<file path="src/rtl/lcd_pkg.sv">
// Shared types and constants for the LCD init/write sequencer.
// AUTO_WRAP_EN adds the WRAP_WR state used for automatic line wrapping.
package lcd_pkg;

  localparam int unsigned CNT_W    = 8;
  localparam int unsigned LINE_LEN = 16;
  localparam logic [2:0]  INIT_LAST = 3'd5;

  localparam logic [7:0] CLEAR      = 8'h01;
  localparam logic [7:0] HOME       = 8'h02;
  localparam logic [7:0] LINE0_ADDR = 8'h80;
  localparam logic [7:0] LINE1_ADDR = 8'hC0;

`ifdef AUTO_WRAP_EN
  typedef enum logic [3:0] {
    StPwrup, StInitWr, StInitHold, StInitWait, StIdle, StWr, StHold, StWait, StWrapWr
  } state_e;
`else
  typedef enum logic [3:0] {
    StPwrup, StInitWr, StInitHold, StInitWait, StIdle, StWr, StHold, StWait
  } state_e;
`endif

  // 8-bit bus, 2 lines, display on, entry mode increment.
  function automatic logic [7:0] init_byte(input logic [2:0] idx);
    logic [7:0] b;
    case (idx)
      3'd0, 3'd1, 3'd2: b = 8'h38;
      3'd3:             b = 8'h0C;
      3'd4:             b = CLEAR;
      3'd5:             b = 8'h06;
      default:          b = 8'h00;
    endcase
    return b;
  endfunction

  // Clear and return-home (0x02/0x03) need the longer settle time.
  function automatic logic long_wait(input logic rs, input logic [7:0] data);
    return !rs && (data == CLEAR || data == HOME || data == (HOME | 8'h01));
  endfunction

endpackage

</file>
<file path="src/rtl/lcd_delay_cnt.sv">
// Loadable down-counter with zero flag; stops at zero.
module lcd_delay_cnt
  import lcd_pkg::*;
#(
  parameter int unsigned Width = CNT_W
) (
  input  logic             clk_1ms,
  input  logic             reset_n,
  input  logic             load,
  input  logic [Width-1:0] load_val,
  output logic             zero
);

  logic [Width-1:0] cnt_q;

  always_ff @(posedge clk_1ms or negedge reset_n) begin
    if (!reset_n) begin
      cnt_q <= '0;
    end else if (load) begin
      cnt_q <= load_val;
    end else if (cnt_q != '0) begin
      cnt_q <= cnt_q - 1'b1;
    end
  end

  assign zero = (cnt_q == '0);

endmodule

</file>
<file path="src/rtl/lcd_sequencer.sv">
// HD44780-style power-up/init sequencer and request arbiter for a write-cycle engine.
// Define AUTO_WRAP_EN to track the cursor column and auto-issue line-change commands.
module lcd_sequencer
  import lcd_pkg::*;
#(
  parameter int unsigned PWRUP_MS = 20,
  parameter int unsigned CLR_MS   = 2,
  parameter int unsigned CMD_MS   = 1
) (
  input  logic       clk_1ms,
  input  logic       reset_n,
  input  logic       req_valid,
  input  logic       req_rs,
  input  logic [7:0] req_data,
  output logic       req_ready,
  output logic       init_done,
  output logic       wr_enable,
  output logic       reg_sel,
  output logic [7:0] lcd_data,
  input  logic       wr_finish
);

  // The WAIT states leave on the zero-count cycle, so N ticks load N-1.
  localparam logic [CNT_W-1:0] PwrupLoad = CNT_W'(PWRUP_MS - 1);
  localparam logic [CNT_W-1:0] ClrLoad   = CNT_W'(CLR_MS - 1);
  localparam logic [CNT_W-1:0] CmdLoad   = CNT_W'(CMD_MS - 1);

  state_e           state_q, state_d;
  logic [2:0]       idx_q, idx_d;
  logic             init_done_q, init_done_d;
  logic             armed_q, armed_d;
  logic             rs_q, rs_d;
  logic [7:0]       data_q, data_d;
  logic             cnt_load;
  logic [CNT_W-1:0] cnt_val;
  logic             cnt_zero;
`ifdef AUTO_WRAP_EN
  logic [4:0]       col_q, col_d;
  logic             line_q, line_d;
`endif

  lcd_delay_cnt #(
    .Width(CNT_W)
  ) u_delay (
    .clk_1ms (clk_1ms),
    .reset_n (reset_n),
    .load    (cnt_load),
    .load_val(cnt_val),
    .zero    (cnt_zero)
  );

  assign req_ready = (state_q == StIdle) && init_done_q;
  assign init_done = init_done_q;
  assign reg_sel   = rs_q;
  assign lcd_data  = data_q;

  always_comb begin
    state_d     = state_q;
    idx_d       = idx_q;
    init_done_d = init_done_q;
    armed_d     = armed_q;
    rs_d        = rs_q;
    data_d      = data_q;
    cnt_load    = 1'b0;
    cnt_val     = '0;
    wr_enable   = 1'b0;
`ifdef AUTO_WRAP_EN
    col_d       = col_q;
    line_d      = line_q;
`endif
    case (state_q)
      StPwrup: begin
        // First cycle out of reset arms the counter; the zero flag is only trusted after.
        if (!armed_q) begin
          cnt_load = 1'b1;
          cnt_val  = PwrupLoad;
          armed_d  = 1'b1;
        end else if (cnt_zero) begin
          state_d = StInitWr;
          idx_d   = 3'd0;
          rs_d    = 1'b0;
          data_d  = init_byte(3'd0);
        end
      end
      StInitWr: begin
        wr_enable = 1'b1;
        state_d   = StInitHold;
      end
      StInitHold: begin
        if (wr_finish) begin
          cnt_load = 1'b1;
          cnt_val  = long_wait(rs_q, data_q) ? ClrLoad : CmdLoad;
          state_d  = StInitWait;
        end
      end
      StInitWait: begin
        if (cnt_zero) begin
          if (idx_q == INIT_LAST) begin
            state_d     = StIdle;
            init_done_d = 1'b1;
          end else begin
            state_d = StInitWr;
            idx_d   = idx_q + 3'd1;
            data_d  = init_byte(idx_q + 3'd1);
          end
        end
      end
      StIdle: begin
        if (req_valid && req_ready) begin
          state_d = StWr;
          rs_d    = req_rs;
          data_d  = req_data;
`ifdef AUTO_WRAP_EN
          if (req_rs) begin
            col_d = col_q + 5'd1;
          end else if (req_data == CLEAR || req_data == HOME) begin
            col_d  = '0;
            line_d = 1'b0;
          end else if (req_data[7]) begin
            col_d  = req_data[4:0];
            line_d = req_data[6];
          end
`endif
        end
      end
      StWr: begin
        wr_enable = 1'b1;
        state_d   = StHold;
      end
      StHold: begin
        if (wr_finish) begin
          cnt_load = 1'b1;
          cnt_val  = long_wait(rs_q, data_q) ? ClrLoad : CmdLoad;
          state_d  = StWait;
        end
      end
      StWait: begin
        if (cnt_zero) begin
`ifdef AUTO_WRAP_EN
          if (rs_q && col_q >= 5'(LINE_LEN)) begin
            state_d = StWrapWr;
            rs_d    = 1'b0;
            data_d  = line_q ? LINE0_ADDR : LINE1_ADDR;
            col_d   = '0;
            line_d  = ~line_q;
          end else begin
            state_d = StIdle;
          end
`else
          state_d = StIdle;
`endif
        end
      end
`ifdef AUTO_WRAP_EN
      StWrapWr: begin
        wr_enable = 1'b1;
        state_d   = StHold;
      end
`endif
      default: state_d = StPwrup;
    endcase
  end

  always_ff @(posedge clk_1ms or negedge reset_n) begin
    if (!reset_n) begin
      state_q     <= StPwrup;
      idx_q       <= 3'd0;
      init_done_q <= 1'b0;
      armed_q     <= 1'b0;
      rs_q        <= 1'b0;
      data_q      <= 8'h00;
`ifdef AUTO_WRAP_EN
      col_q       <= '0;
      line_q      <= 1'b0;
`endif
    end else begin
      state_q     <= state_d;
      idx_q       <= idx_d;
      init_done_q <= init_done_d;
      armed_q     <= armed_d;
      rs_q        <= rs_d;
      data_q      <= data_d;
`ifdef AUTO_WRAP_EN
      col_q       <= col_d;
      line_q      <= line_d;
`endif
    end
  end

endmodule

</file>
<file path="config.mk">
export PLATFORM = sky130hd
export DESIGN_NAME = lcd_sequencer
export DESIGN_NICKNAME = d
export VERILOG_FILES = /design/src/rtl/lcd_pkg.sv /design/src/rtl/lcd_delay_cnt.sv /design/src/rtl/lcd_sequencer.sv
export SDC_FILE = /design/constraint.sdc
export NUM_CORES = 1
export LEC_CHECK = 0
export CORE_ASPECT_RATIO = 1.4
export CORE_MARGIN = 4
export CORE_UTILIZATION = 60
export CTS_BUF_LIST = sky130_fd_sc_hd__clkbuf_4 sky130_fd_sc_hd__clkbuf_8 sky130_fd_sc_hd__clkbuf_16
export CTS_CLUSTER_SIZE = 25
export DETAILED_ROUTE_END_ITERATION = 8
export DONT_BUFFER_PORTS = 1
export GPL_ROUTABILITY_DRIVEN = 0
export PLACE_DENSITY = 0.88
export SLEW_MARGIN = 20
export SYNTH_ARGS = -nofsm -noshare
export SYNTH_HDL_FRONTEND = slang
export SYNTH_SLANG_ARGS = --single-unit
</file>
<file path="constraint.sdc">
create_clock -name clk_1ms -period 3.5 [get_ports clk_1ms]
set_input_delay 0.35 -clock clk_1ms [delete_from_list [all_inputs] [get_ports clk_1ms]]
set_output_delay 0.35 -clock clk_1ms [all_outputs]
set_load 0.005 [all_outputs]
</file>
==> impl_results.md, run 1 <==
- Dpl cells: 172
- Detail Route Antenna Nets: 0
- Max VDD drop: 0.4179 mV
- #FFs+latches synth: 25
- PD cells: 848.3 nW/µm²
- Slew margin rel.: 57.98%
- Reg-to-Reg Start: u_delay.cnt_q[0]
- Crit path max fanout: 8
- CP startpoint: u_delay.cnt_q[0]
- Asr flop ratio synth: 100.0%
- Final setup violating endpoints: 0
- Unrepaired setup endpoints after global routing: no
- Final-layout fill cell count: 182
- Leakage dissipation: 0.7053 nW
- Drt via density: 6.056
- Post-synth EDFFs: 0
- Netlist cell types: 46
- DIE AREA: 3356 µm²
- Met2 wire len: 1.746 mm
- Layout Cells excl Fill: 177
- Worst-margin pin slew: 0.6303 ns
- DR top layer: met4
- Core Area: 2391 µm²
- Top_reg_cell synth: dfrtp_1
- Postcts setup bufs: 0
- Syn nets: 162
- CTS sink cnt: 25
- Hold Crit Class: in -> async
- H-tree levels: 1
- Placed Area: 1516 µm²
- Final hold vios: 15
- Total power: 1.316 mW
- Share of post-route cells with drive strength above 1: 14.69%
- Vias in the first global route: 1,121
- Tot GR Track Use: 20.07%
- Synth warnings: 0
- Cell area after layout: 1551 µm²
- Initial Utilization: 62.32%
- Routed wire length: 3.099 mm
- Clock-pin slew on the worst setup and hold paths: 0.15 ns
- Worst Setup Slack, final: 1.183 ns
- Multi-input gate area: 799.5 µm²
- Antenna violations before repair: 0
- Largest net degree at the start of global routing: 26
- # rows: 21
- Clk_skew: 0.01818 ns
- Leading cell types by count after synthesis: dfrtp_1 (25), inv_1 (11), nor2_1 (10)
- Wl on met1: 1.223 mm
- Fin crit share: 66.21%
- Avg Synthesized Cell Area: 10.57 µm²
- Setup_tns: 0 ns
- Hold slack final: -0.02073 ns
- Largest cells by area after synthesis: dfrtp_1 (42%), ha_1 (6.7%), mux2_4 (5.0%)
- CTS max path bufs: 2
- Count leader, synth: dfrtp_1
- Nets@finish: 165
- Clock latency on the worst-skew pair: 0.33 ns
- Seq/Total Area, Yosys: 41.98%
- Failing checks: negative hold slack
- Fmax: 0.4315 GHz
- Number of max-cap violations: 0
- Crit path DAT: 2.55 ns
- Ant diodes: 0
- Post-CTS sizing: 0
- Final core utilization: 64.89%
- IO Port Bufs: 0
- Mapped cell area: 1490 µm²
- Layout area overhead: 4.114%
- Post-Syn Instances: 141
- CP endpoint kind: flip-flop
- Critical Path Start Type: flip-flop
- Hpwl dp: 2.407 mm
- Slew Viols, Final: 0
- Vert. Die Dim: 66.97 µm
- Per-cell routed wire length: 17.51 µm
- Worst setup path class: reg -> reg
- Worst EP required: 3.74 ns
- Number of I/O pins: 25
- Place WS: 1.194 ns
- Register Area: 625.6 µm²
- Share of the synthesized area in the top cell type: 41.98%
- Area leader, netlist: dfrtp_1
- Root Driver: clkbuf_4
- Wire length on met3: 73 µm
- Status: finished, violations left
- CTS tree: yes
- Total gr overflow: 0
- Minimum clock period: 2.317 ns
- Iter 0 DRT Violations: 13
- Cts bufs inserted: 3
- First-pass GRT wire length: 5.168 mm
- Vias: 1,072
- Drc violations: 0
- Die X: 50.12 µm
- Drt first pass iters: 4
cell usage in the layout, fill, tap and decap left out, types with 2 or more instances in the layout:
cell	count
a32o_1	2
o31ai_1	2
nand3_1	2
a21oi_1	6
and3_1	5
ha_1	8
mux2_4	5
dfrtp_1	25
and2_1	2
nand2_1	5
mux2i_1	4
xor2_1	5
mux2_2	2
inv_1	11
nand2b_1	2
o21ai_0	8
o211ai_1	2
a22oi_1	2
nand3b_1	3
nor3_1	4
clkbuf_4	3
nor2_1	10
final cells by class:
cell class / count / area share, %
Inverter: 11 / 2.661
Sequential cell: 25 / 40.32
Clock buffer: 3 / 1.452
Tap cell: 34 / 2.742
Multi-Input combinational cell: 101 / 51.53
Clock inverter: 1 / 0.4839
Timing Repair Buffer: 2 / 0.8065
layer usage:
layer	vias to the layer above	GRT usage, %
li1	515	-
met4	0	10.03
met3	7	3.132
met5	-	0
met2	17	36.11
met1	533	22.54
flip-flops by register name, summed over array words and instances, names as in the netlist:
| signal | flops |
|---|---|
| state_q | 3 |
| idx_q | 3 |
| lcd_data | 8 |
| reg_sel | 1 |
| u_delay.cnt_q | 8 |
| armed_q | 1 |
| init_done | 1 |
cell families (layout without fill, tap and decap cells):
logic type	count (synthesis)	after routing	share of synthesized area [%]
AOI/OAI and AO/OA	33	33	16.88
adders and majority gates	8	8	6.717
xor gates and xnor gates	6	6	3.526
buffers and inverters	15	17	4.365
and+or+nand+nor	43	43	17.30
muxes	11	11	9.236
DFF	25	25	41.98
worst max-delay path, cell delays in order (launching register included):
cell and delay [ns]:
dfrtp_1 0.41, inv_1 0.12, ha_1 0.16, nor3b_2 0.32
nand2_1 0.24, a221oi_4 0.62, mux2_4 0.35
worst paths after layout:
kind	depth (start not counted)	to	slack, ns
worst min register to register	1	armed_q	0.59
worst min-delay path	1	idx_q[2]	-0.02
worst max-delay path	6	lcd_data[2]	1.18
worst max register to register	6	lcd_data[2]	1.18
max in group asynchronous	1	state_q[2]	3.14
min in group clk_1ms	2	lcd_data[3]	0.25
where the power goes:
| part | switching (mW) | internal [mW] |
|---|---|---|
| combinational | 0.349 | 0.297 |
| clock | 0.0914 | 0.0437 |
| sequential | 0.141 | 0.394 |
| total | 0.582 | 0.735 |
repair_timing:
action,in CTS,in global routing
hold buffers,1,0
setup endpoints to repair,0,0
endpoints found under the hold margin,25,0
No activity file was read; power rests on OpenSTA's default activity.
==> inputs of run 2 (changes only) <==
--- a/config.mk
+++ b/config.mk
@@ -7,13 +7,13 @@
 export LEC_CHECK = 0
 export CORE_ASPECT_RATIO = 1.4
 export CORE_MARGIN = 4
-export CORE_UTILIZATION = 60
+export CORE_UTILIZATION = 56
 export CTS_BUF_LIST = sky130_fd_sc_hd__clkbuf_4 sky130_fd_sc_hd__clkbuf_8 sky130_fd_sc_hd__clkbuf_16
 export CTS_CLUSTER_SIZE = 25
 export DETAILED_ROUTE_END_ITERATION = 8
 export DONT_BUFFER_PORTS = 1
 export GPL_ROUTABILITY_DRIVEN = 0
-export PLACE_DENSITY = 0.88
+export PLACE_DENSITY = 0.86
 export SLEW_MARGIN = 20
 export SYNTH_ARGS = -nofsm -noshare
 export SYNTH_HDL_FRONTEND = slang
==> constraint.sdc (replaced) <==
create_clock -name clk_1ms -period 2.1 [get_ports clk_1ms]
set_input_delay 0.21 -clock clk_1ms [delete_from_list [all_inputs] [get_ports clk_1ms]]
set_output_delay 0.21 -clock clk_1ms [all_outputs]
set_load 0.005 [all_outputs]
==> run 2 against run 1 <==
Net effect: the flow now finishes without violations; critical path depth is 1 higher; register-to-register slack got worse by 1.1 ns; sequential cell count is the same; critical path type unchanged; cell count is 8.5% higher; worst hold slack improved by 0.14 ns; global-route usage increased by 1.4 points; clock power grew 68%; non-clock buffer count increased by 15.
==> impl_results.md, run 2 (synthesized netlist as in run 1, its figures left out) <==
- Status: complete, no violations
- Layout Cells excl Fill: 192
- Detail Route Antenna Nets: 0
- Worst path buffer plus inverter count: 2
- Internal power: 1.428 mW
- Clk pwr share: 9.1%
- Cts bufs inserted: 3
- PD cells: 1468 nW/µm²
- Per-cell routed wire length: 18.48 µm
- Cell area after layout: 1698 µm²
- Critical path, cell by cell: inv_2, ha_2, nor3b_4, a41oi_2, a221oi_4, buf_6, mux2_4
- Minimum clock period: 2.019 ns
- Worst EP required: 2.34 ns
- CTS sink cnt: 25
- Fmax: 0.4953 GHz
- Nets@finish: 180
- Number of I/O pins: 25
- Routed wire length: 3.549 mm
- Max VDD drop: 1.013 mV
- IO Port Bufs: 0
- Iter 0 DRT Violations: 48
- Clock-pin slew on the worst setup and hold paths: 0.15 ns
- Most frequent cells in the layout: dfrtp_1 (25), buf_4 (13), nor2_1 (10)
- Crit path DAT: 2.26 ns
- Final core utilization: 68.74%
- Clk_skew: 0.01136 ns
- Core Area: 2470 µm²
- Ant diodes: 0
- Total power: 2.492 mW
- Antenna violations before repair: 0
- Seq pwr share: 35.4%
- Final setup violating endpoints: 0
- DIE AREA: 3562 µm²
- Layout area overhead: 13.94%
- Place WS: -0.01420 ns
- H-tree levels: 1
- Die X: 51.60 µm
- Share of post-route cells with drive strength above 1: 24.05%
- CTS max path bufs: 2
- Number of max-cap violations: 0
- Vias: 1,184
- Drc violations: 0
- Placed Area: 1599 µm²
- CP peak stage delay: 0.43 ns
- CP endpoint kind: flip-flop
- Final hold vios: 0
- Vias in the first global route: 1,304
- Slowest cell on the critical path: dfrtp_1
- Hold Crit Class: in -> reg
- Crit path max fanout: 3
- # rows: 21
- Fin crit share: 96.14%
- Initial Utilization: 60.33%
- Vert. Die Dim: 69.04 µm
- Worst setup path class: reg -> reg
- First-pass GRT wire length: 5.906 mm
- Total gr overflow: 0
- Clock latency on the worst-skew pair: 0.33 ns
- Tot GR Track Use: 21.43%
- Hpwl dp: 2.648 mm
- Worst-margin pin slew: 0.4264 ns
- Root Driver: clkbuf_4
- Crit-path leading delay family: compound AO/OA/AOI/OAI gates
- CTS tree: yes
- Worst Setup Slack, final: 0.08105 ns
- Critical Path Start Type: flip-flop
- Slew margin rel.: 71.20%
- NetSw: 1.064 mW
- Slew Viols, Final: 0
- Sw Share: 42.69%
- Drt first pass iters: 4
- Dpl cells: 183
- Drt via density: 6.167
- Combinational Power Share: 55.5%
- Leakage dissipation: 0.7844 nW
- Largest net degree at the start of global routing: 26
- Most common cell after layout, fill and taps aside: dfrtp_1
==> run 2: cell count changes in the layout (fill, tap and decap cells not counted), sizes merged <==
cell	before	now
buf	2	16
dlygate4sd3	0	1
==> run 2: area by class of cell <==
type	instances	area, µm²
fill	202	772.0
multi-input combinational	101	808.3
clock inverter	1	7.507
sequential	25	625.6
timing repair buffer	17	150.1
tap	34	42.54
clock buffer	3	22.52
inverter	11	41.29
==> run 2: repair_timing <==
action | 4_1_cts | 5_1_grt
setup endpoints to repair | 2 | 5
endpoints found under the hold margin | 25 | 0
resized for setup | 0 | 6
buffers inserted | 2 | 1
hold buffers | 2 | 0
pin swaps | 1 | 2
==> run 2: layer usage <==
layer  up-vias  global-route usage (%)  wire (µm)
met3        14                   5.172        200
met2        45                   37.54       1993
met1       582                   22.70       1221
met5         -                       0          0
met4         0                   11.37        133
li1        543                       -          -
==> run 2: final timing paths <==
kind / cells after the start / to / slack (ns) / from
setup / recovery: 7 / lcd_data[2] / 0.08 / u_delay.cnt_q[1]
hold / removal: 2 / lcd_data[4] / 0.12 / req_data[4]
setup reg to reg: 7 / lcd_data[2] / 0.08 / u_delay.cnt_q[1]
hold reg to reg: 2 / lcd_data[4] / 0.58 / lcd_data[4]
max in group asynchronous: 2 / init_done / 1.64 / reset_n
min in group asynchronous: 2 / u_delay.cnt_q[0] / 0.30 / reset_n
==> run 2: per-stage QoR <==
| step | hold WS [ns] | TNS [ns] |
|---|---|---|
| after global placement | -0.08493 | 0 |
| after floorplan | -0.08559 | 0 |
| after global routing | 0.1095 | -0.02364 |
| after detailed placement | -0.08501 | -0.01420 |
| after CTS | 0.1112 | 0 |
| final | 0.1168 | 0 |
==> run 2: power groups by stage <==
stage	clock, mW	sequential (mW)	combinational (mW)
2_1_floorplan	0	0.833	0.919
3_3_place_gp	0	0.869	1.15
3_5_place_dp	0	0.880	1.23
4_1_cts	0.235	0.870	1.32
5_1_grt	0.250	0.909	1.52
6_report	0.227	0.883	1.38
==> run 2: worst reg2reg max path: stages, from the launching register on <==
cell and delay [ns]:
dfrtp_1 0.43, inv_2 0.07, ha_2 0.18, nor3b_4 0.24, a41oi_2 0.18, a221oi_4 0.39
buf_6 0.16, mux2_4 0.29
